**config.mk**
```make
export PLATFORM = sky130hd
export DESIGN_NAME = dfe_slicer_scheduler
export DESIGN_NICKNAME = d
export VERILOG_FILES = /design/src/rtl/dfe_slicer_scheduler_pkg.sv /design/src/rtl/dfe_slicer_scheduler_isi_calc.sv /design/src/rtl/dfe_slicer_scheduler.sv
export SDC_FILE = /design/constraint.sdc
export NUM_CORES = 1
export LEC_CHECK = 0
export BUFFER_PORTS_ARGS = -buffer_cell sky130_fd_sc_hd__clkbuf_2
export CAP_MARGIN = 20
export CORE_UTILIZATION = 25
export CTS_BUF_LIST = sky130_fd_sc_hd__clkbuf_16
export CTS_CLUSTER_SIZE = 24
export DETAILED_ROUTE_END_ITERATION = 6
export GPL_TIMING_DRIVEN = 0
export PLACE_DENSITY = 0.49
export SETUP_SLACK_MARGIN = 0.02
export SKIP_CTS_REPAIR_TIMING = 1
export SYNTH_ARGS = -nofsm -noshare
export SYNTH_HDL_FRONTEND = slang
export SYNTH_SLANG_ARGS = --single-unit
```
**constraint.sdc**
```tcl
create_clock -name clk -period 9.4 [get_ports clk]
set_input_delay 1.88 -clock clk [delete_from_list [all_inputs] [get_ports clk]]
set_output_delay 1.88 -clock clk [all_outputs]
set_load 0.01 [all_outputs]
```
**src/rtl/dfe_slicer_scheduler_pkg.sv**
```systemverilog
// Shared types, constants and the slicer-level decoder for the DFE slicer scheduler.
package dfe_sched_pkg;

    localparam int SIGNAL_RESOLUTION     = 8;
    localparam int PULSE_RESPONSE_LENGTH = 2;
    localparam int W                     = SIGNAL_RESOLUTION * PULSE_RESPONSE_LENGTH;
    localparam int SYMBOL_SEPERATION     = 56;
    localparam int NUM_TAPS              = 2;

    typedef enum logic [2:0] {
        ST_IDLE    = 3'd0,
        ST_COMPUTE = 3'd1,
        ST_ISSUE   = 3'd2,
        ST_DECIDE  = 3'd3,
        ST_OUTPUT  = 3'd4
    } state_t;

    typedef logic [1:0]        pam4_sym_t;
    typedef logic signed [2:0] hist_t;

    localparam pam4_sym_t SYM_M3 = 2'b00;
    localparam pam4_sym_t SYM_M1 = 2'b01;
    localparam pam4_sym_t SYM_P1 = 2'b10;
    localparam pam4_sym_t SYM_P3 = 2'b11;

    localparam logic signed [W-1:0] LVL_P1 = W'(SYMBOL_SEPERATION / 2);
    localparam logic signed [W-1:0] LVL_P3 = W'((3 * SYMBOL_SEPERATION) / 2);

    typedef struct packed {
        logic      match;
        pam4_sym_t sym;
        hist_t     mult;
    } decision_t;

    // Unmatched levels report match=0 and fall back to the +1 decision.
    function automatic decision_t feedback_to_sym(input logic signed [W-1:0] level);
        decision_t d;
        d.match = 1'b1;
        if (level == LVL_P1) begin
            d.sym  = SYM_P1;
            d.mult = 3'sd1;
        end else if (level == -LVL_P1) begin
            d.sym  = SYM_M1;
            d.mult = -3'sd1;
        end else if (level == LVL_P3) begin
            d.sym  = SYM_P3;
            d.mult = 3'sd3;
        end else if (level == -LVL_P3) begin
            d.sym  = SYM_M3;
            d.mult = -3'sd3;
        end else begin
            d.match = 1'b0;
            d.sym   = SYM_P1;
            d.mult  = 3'sd1;
        end
        return d;
    endfunction

endpackage

```
**src/rtl/dfe_slicer_scheduler_isi_calc.sv**
```systemverilog
// Combinational post-cursor ISI multiply-accumulate with saturating subtraction from the sample.
module dfe_isi_calc
    import dfe_sched_pkg::*;
(
    input  logic signed [W-1:0]          i_sample,
    input  logic [NUM_TAPS*SIGNAL_RESOLUTION-1:0] i_coef,
    input  logic [NUM_TAPS*3-1:0]        i_hist,
    output logic signed [W-1:0]          o_estimation
);

    localparam logic signed [W+1:0] MAX_V = {3'b000, {(W-1){1'b1}}};
    localparam logic signed [W+1:0] MIN_V = {3'b111, {(W-1){1'b0}}};

    function automatic logic signed [W+1:0] sat_w(input logic signed [W+1:0] v);
        if (v > MAX_V) begin
            return MAX_V;
        end else if (v < MIN_V) begin
            return MIN_V;
        end else begin
            return v;
        end
    endfunction

    logic signed [SIGNAL_RESOLUTION+2:0] w_coef_x;
    logic signed [SIGNAL_RESOLUTION+2:0] w_hist_x;
    logic signed [SIGNAL_RESOLUTION+2:0] w_prod;
    logic signed [W+1:0]                 w_isi_sum;
    logic signed [W+1:0]                 w_isi_sat;
    logic signed [W+1:0]                 w_est_raw;
    logic signed [W+1:0]                 w_est_sat;

    // Tap MAC, then clamp the ISI and the difference to the signed datapath range.
    always_comb begin
        w_coef_x  = '0;
        w_hist_x  = '0;
        w_prod    = '0;
        w_isi_sum = '0;
        for (int k = 0; k < NUM_TAPS; k++) begin
            w_coef_x  = (SIGNAL_RESOLUTION+3)'($signed(i_coef[k*SIGNAL_RESOLUTION +: SIGNAL_RESOLUTION]));
            w_hist_x  = (SIGNAL_RESOLUTION+3)'($signed(i_hist[k*3 +: 3]));
            w_prod    = w_coef_x * w_hist_x;
            w_isi_sum = w_isi_sum + (W+2)'(w_prod);
        end
        w_isi_sat    = sat_w(w_isi_sum);
        w_est_raw    = (W+2)'(i_sample) - w_isi_sat;
        w_est_sat    = sat_w(w_est_raw);
        o_estimation = w_est_sat[W-1:0];
    end

endmodule

```
**src/rtl/dfe_slicer_scheduler.sv**
```systemverilog
// PAM4 DFE slicer sequencer: sample -> ISI-corrected estimate -> slicer -> symbol out.
// Optional DFE_SCHED_STATS_EN adds sym_count/tie_count statistics ports.
module dfe_slicer_scheduler
    import dfe_sched_pkg::*;
(
    input  logic                                  clk,
    input  logic                                  rst,
    input  logic signed [W-1:0]                   s_data,
    input  logic                                  s_valid,
    output logic                                  s_ready,
    input  logic [NUM_TAPS*SIGNAL_RESOLUTION-1:0] tap_coef,
    output logic signed [W-1:0]                   slc_estimation,
    output logic                                  slc_e_valid,
    input  logic signed [W-1:0]                   slc_feedback,
    input  logic                                  slc_f_valid,
    output logic [1:0]                            m_symbol,
    output logic signed [W-1:0]                   m_level,
    output logic                                  m_valid,
    input  logic                                  m_ready,
    output logic                                  tie_err
`ifdef DFE_SCHED_STATS_EN
    ,
    output logic [31:0]                           sym_count,
    output logic [15:0]                           tie_count
`endif
);

    state_t               r_state;
    logic signed [W-1:0]  r_sample;
    logic [NUM_TAPS*3-1:0] r_hist;
    hist_t                r_dec_mult;
    logic signed [W-1:0]  w_est;
    decision_t            w_dec;

    dfe_isi_calc u_isi_calc (
        .i_sample     (r_sample),
        .i_coef       (tap_coef),
        .i_hist       (r_hist),
        .o_estimation (w_est)
    );

    assign w_dec = feedback_to_sym(slc_feedback);

    // Sequencing FSM; every output is a register updated only here.
    always_ff @(posedge clk) begin
        if (rst) begin
            r_state        <= ST_IDLE;
            r_sample       <= '0;
            r_hist         <= '0;
            r_dec_mult     <= 3'sd0;
            s_ready        <= 1'b0;
            slc_estimation <= '0;
            slc_e_valid    <= 1'b0;
            m_symbol       <= SYM_M3;
            m_level        <= '0;
            m_valid        <= 1'b0;
            tie_err        <= 1'b0;
`ifdef DFE_SCHED_STATS_EN
            sym_count      <= 32'd0;
            tie_count      <= 16'd0;
`endif
        end else begin
            case (r_state)
                ST_IDLE: begin
                    if (s_valid && s_ready) begin
                        r_sample <= s_data;
                        s_ready  <= 1'b0;
                        r_state  <= ST_COMPUTE;
                    end else begin
                        s_ready  <= 1'b1;
                    end
                end
                ST_COMPUTE: begin
                    slc_estimation <= w_est;
                    slc_e_valid    <= 1'b1;
                    r_state        <= ST_ISSUE;
                end
                ST_ISSUE: begin
                    slc_e_valid <= 1'b0;
                    r_state     <= ST_DECIDE;
                end
                ST_DECIDE: begin
                    // A missing or off-grid decision is treated as a tie and forced to +1.
                    if (slc_f_valid && w_dec.match) begin
                        m_symbol   <= w_dec.sym;
                        m_level    <= slc_feedback;
                        r_dec_mult <= w_dec.mult;
                    end else begin
                        m_symbol   <= SYM_P1;
                        m_level    <= LVL_P1;
                        r_dec_mult <= 3'sd1;
                        tie_err    <= 1'b1;
`ifdef DFE_SCHED_STATS_EN
                        if (tie_count != 16'hFFFF) begin
                            tie_count <= tie_count + 16'd1;
                        end
`endif
                    end
                    m_valid <= 1'b1;
                    r_state <= ST_OUTPUT;
                end
                ST_OUTPUT: begin
                    if (m_ready) begin
                        m_valid <= 1'b0;
                        r_hist  <= {r_hist[(NUM_TAPS-1)*3-1:0], r_dec_mult};
                        s_ready <= 1'b1;
                        r_state <= ST_IDLE;
`ifdef DFE_SCHED_STATS_EN
                        sym_count <= sym_count + 32'd1;
`endif
                    end
                end
                default: begin
                    r_state     <= ST_IDLE;
                    s_ready     <= 1'b0;
                    slc_e_valid <= 1'b0;
                    m_valid     <= 1'b0;
                end
            endcase
        end
    end

endmodule

```
==> metrics.json <==
{
  "run_status": "finished, final reports clean",
  "synthTopCellsByCount": "sky130_fd_sc_hd__nand2_1 (80), sky130_fd_sc_hd__dfxtp_1 (65), sky130_fd_sc_hd__nor2_1 (49)",
  "period_share": 0.8245,
  "synth.lib_cells_used.distinct": 62,
  "drtIter0Drc": 195,
  "antenna_cells": 0,
  "avgSynthCellArea_um2": 8.644,
  "drt_pass1_iterations": 4,
  "worst-endpoint-arrival_ns": 8.01,
  "power-per-cell-area_mw_per_mm2": 144.0,
  "detail_route.wirelength_um": 12660,
  "hold_violations": 0,
  "route.antenna.remaining_nets": 0,
  "cell_type_with_the_largest_total_area_after_synthesis": "sky130_fd_sc_hd__dfxtp_1",
  "number_of_buffers_added_by_the_clock_tree_synthesis_step": 9,
  "fin_worst_hold_slack_ns": 0.4563,
  "route.detailed.wl_per_inst_um": 13.15,
  "cts_num_sinks": 65,
  "timing_max_transition_violations_final": 0,
  "ir_drop_worst_vdd_mv": 0.09221,
  "synthFlopType": "sky130_fd_sc_hd__dfxtp_1",
  "slew_headroom": 0.5337,
  "design_power_total_uw": 892.1,
  "timing_worst_slew_pin_value_ns": 0.6994,
  "final-instance-count-excl-fill": 963,
  "ctsLongestPathBuffers": 2,
  "synth.cell_area_mm2": 0.005117,
  "syn_to_final_growth_pct": 21.05,
  "detail_route.vias_per_cell": 4.459,
  "holdCritPathClass": "flip-flop to flip-flop",
  "floorplan.rows": 51,
  "finalCriticalPeriod_ns": 7.751,
  "track_usage": 0.1273,
  "number_of_h_tree_levels": 3,
  "max_cap_violations": 0,
  "design.portCount": 91,
  "path_delay_family": "adder cells",
  "timing.reg2reg.setup_slack_ns": 2.71,
  "setup.worst_path.start_class": "input pin",
  "syn_nets": 718,
  "start_util": 0.2587,
  "critPathMostFrequentCell": "sky130_fd_sc_hd__fa_1",
  "area_of_the_die_mm2": 0.02105,
  "detailedPlacementHpwl_um": 10450,
  "clk_pin_slew_worst_paths_ns": 0.05,
  "synth_most_common_cell": "sky130_fd_sc_hd__nand2_1",
  "floorplan.die.height_um": 145.1,
  "required_ns": 9.65,
  "totalNegativeSetupSlack_ns": 0,
  "rsz0062_at_grt": "false",
  "postSynthRegisterBits": 65,
  "timing.setup.critical_path_class": "input pin to flip-flop",
  "design.final.nets": 819,
  "io_buffers": 89,
  "cp_slowest_cell": "sky130_fd_sc_hd__fa_1",
  "leakage_nw": 2.670,
  "grt_antenna_before_repair": 0,
  "final.fill_count": 2181,
  "clock_latency_of_the_later_clocked_register_in_the_worst_skew_pair_ns": 0.34,
  "post-route-drc-count": 0,
  "first_global_vias": 4253,
  "crit_path_end_kind": "flip-flop",
  "critical_path_peak_fanout": 10,
  "tritoncts_clock_tree": "yes",
  "clockRootBuffer": "sky130_fd_sc_hd__clkbuf_16",
  "critical_path_max_stage_delay_ns": 0.53,
  "place_inst": 947,
  "crit_buf_inv": 3,
  "netlist.area_leader.share": 0.2543,
  "globalRoute.totalOverflow": 0,
  "grt_start_max_net_pins": 13,
  "synth_async_sr_flop_share": 0,
  "vias": 4294,
  "synth.area.top_cells": "sky130_fd_sc_hd__dfxtp_1 (25%), sky130_fd_sc_hd__fa_1 (14%), sky130_fd_sc_hd__ha_1 (9.0%), sky130_fd_sc_hd__nand2_1 (5.9%), sky130_fd_sc_hd__a21oi_1 (4.7%)",
  "achievable-frequency_mhz": 129.0,
  "postLayoutCoreUtil": 0.3132,
  "global_route_wire_length_before_repair_um": 21400,
  "syn-instance-count": 592,
  "place.gp.congestion": 0.7874,
  "yosys_warnings": 0,
  "setup-violations-final": 0,
  "synth_edf_count": 0,
  "finalClockSkew_ns": 0.007554,
  "placeableCoreArea_mm2": 0.01978,
  "drive_above_1_share": 0.1991,
  "chipWidth_um": 145.1,
  "synth_sequential_area_ratio": 0.2543
}
==> power breakdown <==
group | internal [mW] | leakage [nW] | switching (mW) | total (mW)
Sequential | 0.294 | 0.527 | 0.0113 | 0.306
Clock | 0.205 | 0.137 | 0.129 | 0.333
Combinational | 0.115 | 2.01 | 0.138 | 0.253
Total | 0.614 | 2.67 | 0.278 | 0.892
==> stage by stage <==
stage / worst slack [ns] / instance area (µm²)
CTS: 1.606 / 6195
global route: 1.228 / 6195
floorplan: 1.824 / 5117
global placement: 1.265 / 5894
detailed placement: 1.267 / 5899
finish: 1.649 / 6195
==> flip-flops by register name, indices dropped and copies added, names as in the netlist <==
signal and cells:
m_level 16, m_symbol 2, m_valid 1, r_dec_mult 2, r_hist 6, r_sample 16
r_state 3, s_ready 1, slc_e_valid 1, slc_estimation 16, tie_err 1
==> worst reg2reg max path, delay by kind of cell (launching register included) <==
kind | cells | cell delay [ns]
flip-flops | 1 | 0.50
AO/OA/AOI/OAI | 10 | 1.83
adder cells (fa/ha/maj) | 7 | 3.02
buffers and inverters | 3 | 0.48
AND/OR/NAND/NOR | 4 | 0.76
==> final timing paths <==
check	from	end	cells after the start
worst min-delay path	m_level[5]$_SDFFE_PP0P_	m_level[5]$_SDFFE_PP0P_	2
worst max register to register	r_hist[2]$_SDFFE_PP0P_	slc_estimation[9]$_SDFFE_PP0P_	24
worst max-delay path	tap_coef[8]	slc_estimation[9]$_SDFFE_PP0P_	25
worst min register to register	m_level[5]$_SDFFE_PP0P_	m_level[5]$_SDFFE_PP0P_	2
==> final cells by class <==
cell class	instances	area, µm²	area share
buffer	27	127.6	0.02060
clock buffer	9	225.2	0.03636
clock inverter	7	70.07	0.01131
inverter	45	168.9	0.02727
multi-input combinational	455	3520	0.5682
sequential	65	1301	0.2101
tap	265	331.6	0.05352
timing repair buffer	90	450.4	0.07271
==> cells in the final DEF, fill, tap and decap left out, drive strengths merged, types with 3 or more instances in the layout <==
cell,Yosys,routed
o21ai,17,17
o21bai,7,7
a211oi,16,16
nor2,50,50
a21oi,50,50
ha,37,37
and2,29,29
mux2i,6,6
buf,4,5
nor4,7,7
o21a,7,7
clkbuf,23,121
xnor2,16,16
nand2,80,80
nand2b,12,12
inv,44,45
clkinv,1,4
maj3,13,13
a21o,7,7
nand3,5,5
nor3,14,14
xor2,7,7
dfxtp,65,65
a2111oi,4,4
nand4,3,3
o211ai,3,3
fa,36,36
==> cell families (layout without fill, tap and decap cells) <==
| kind of cell | after synthesis | after routing | synth area share |
|---|---|---|---|
| compound gates | 125 | 125 | 0.1751 |
| xor+xnor | 23 | 23 | 0.04083 |
| fa+ha+maj | 86 | 86 | 0.2584 |
| flops | 65 | 65 | 0.2543 |
| mux | 6 | 6 | 0.01174 |
| buf+inv | 72 | 178 | 0.05795 |
| simple gates | 215 | 215 | 0.2017 |
==> routing by layer <==
metal	track usage	up-vias	routed length, µm
met1	0.1690	1948	6040
met3	0.04340	12	996
li1	-	2224	-
met5	0	-	0
met4	0.03316	0	132
met2	0.1959	110	5493
(Power assumes the default switching activity.)
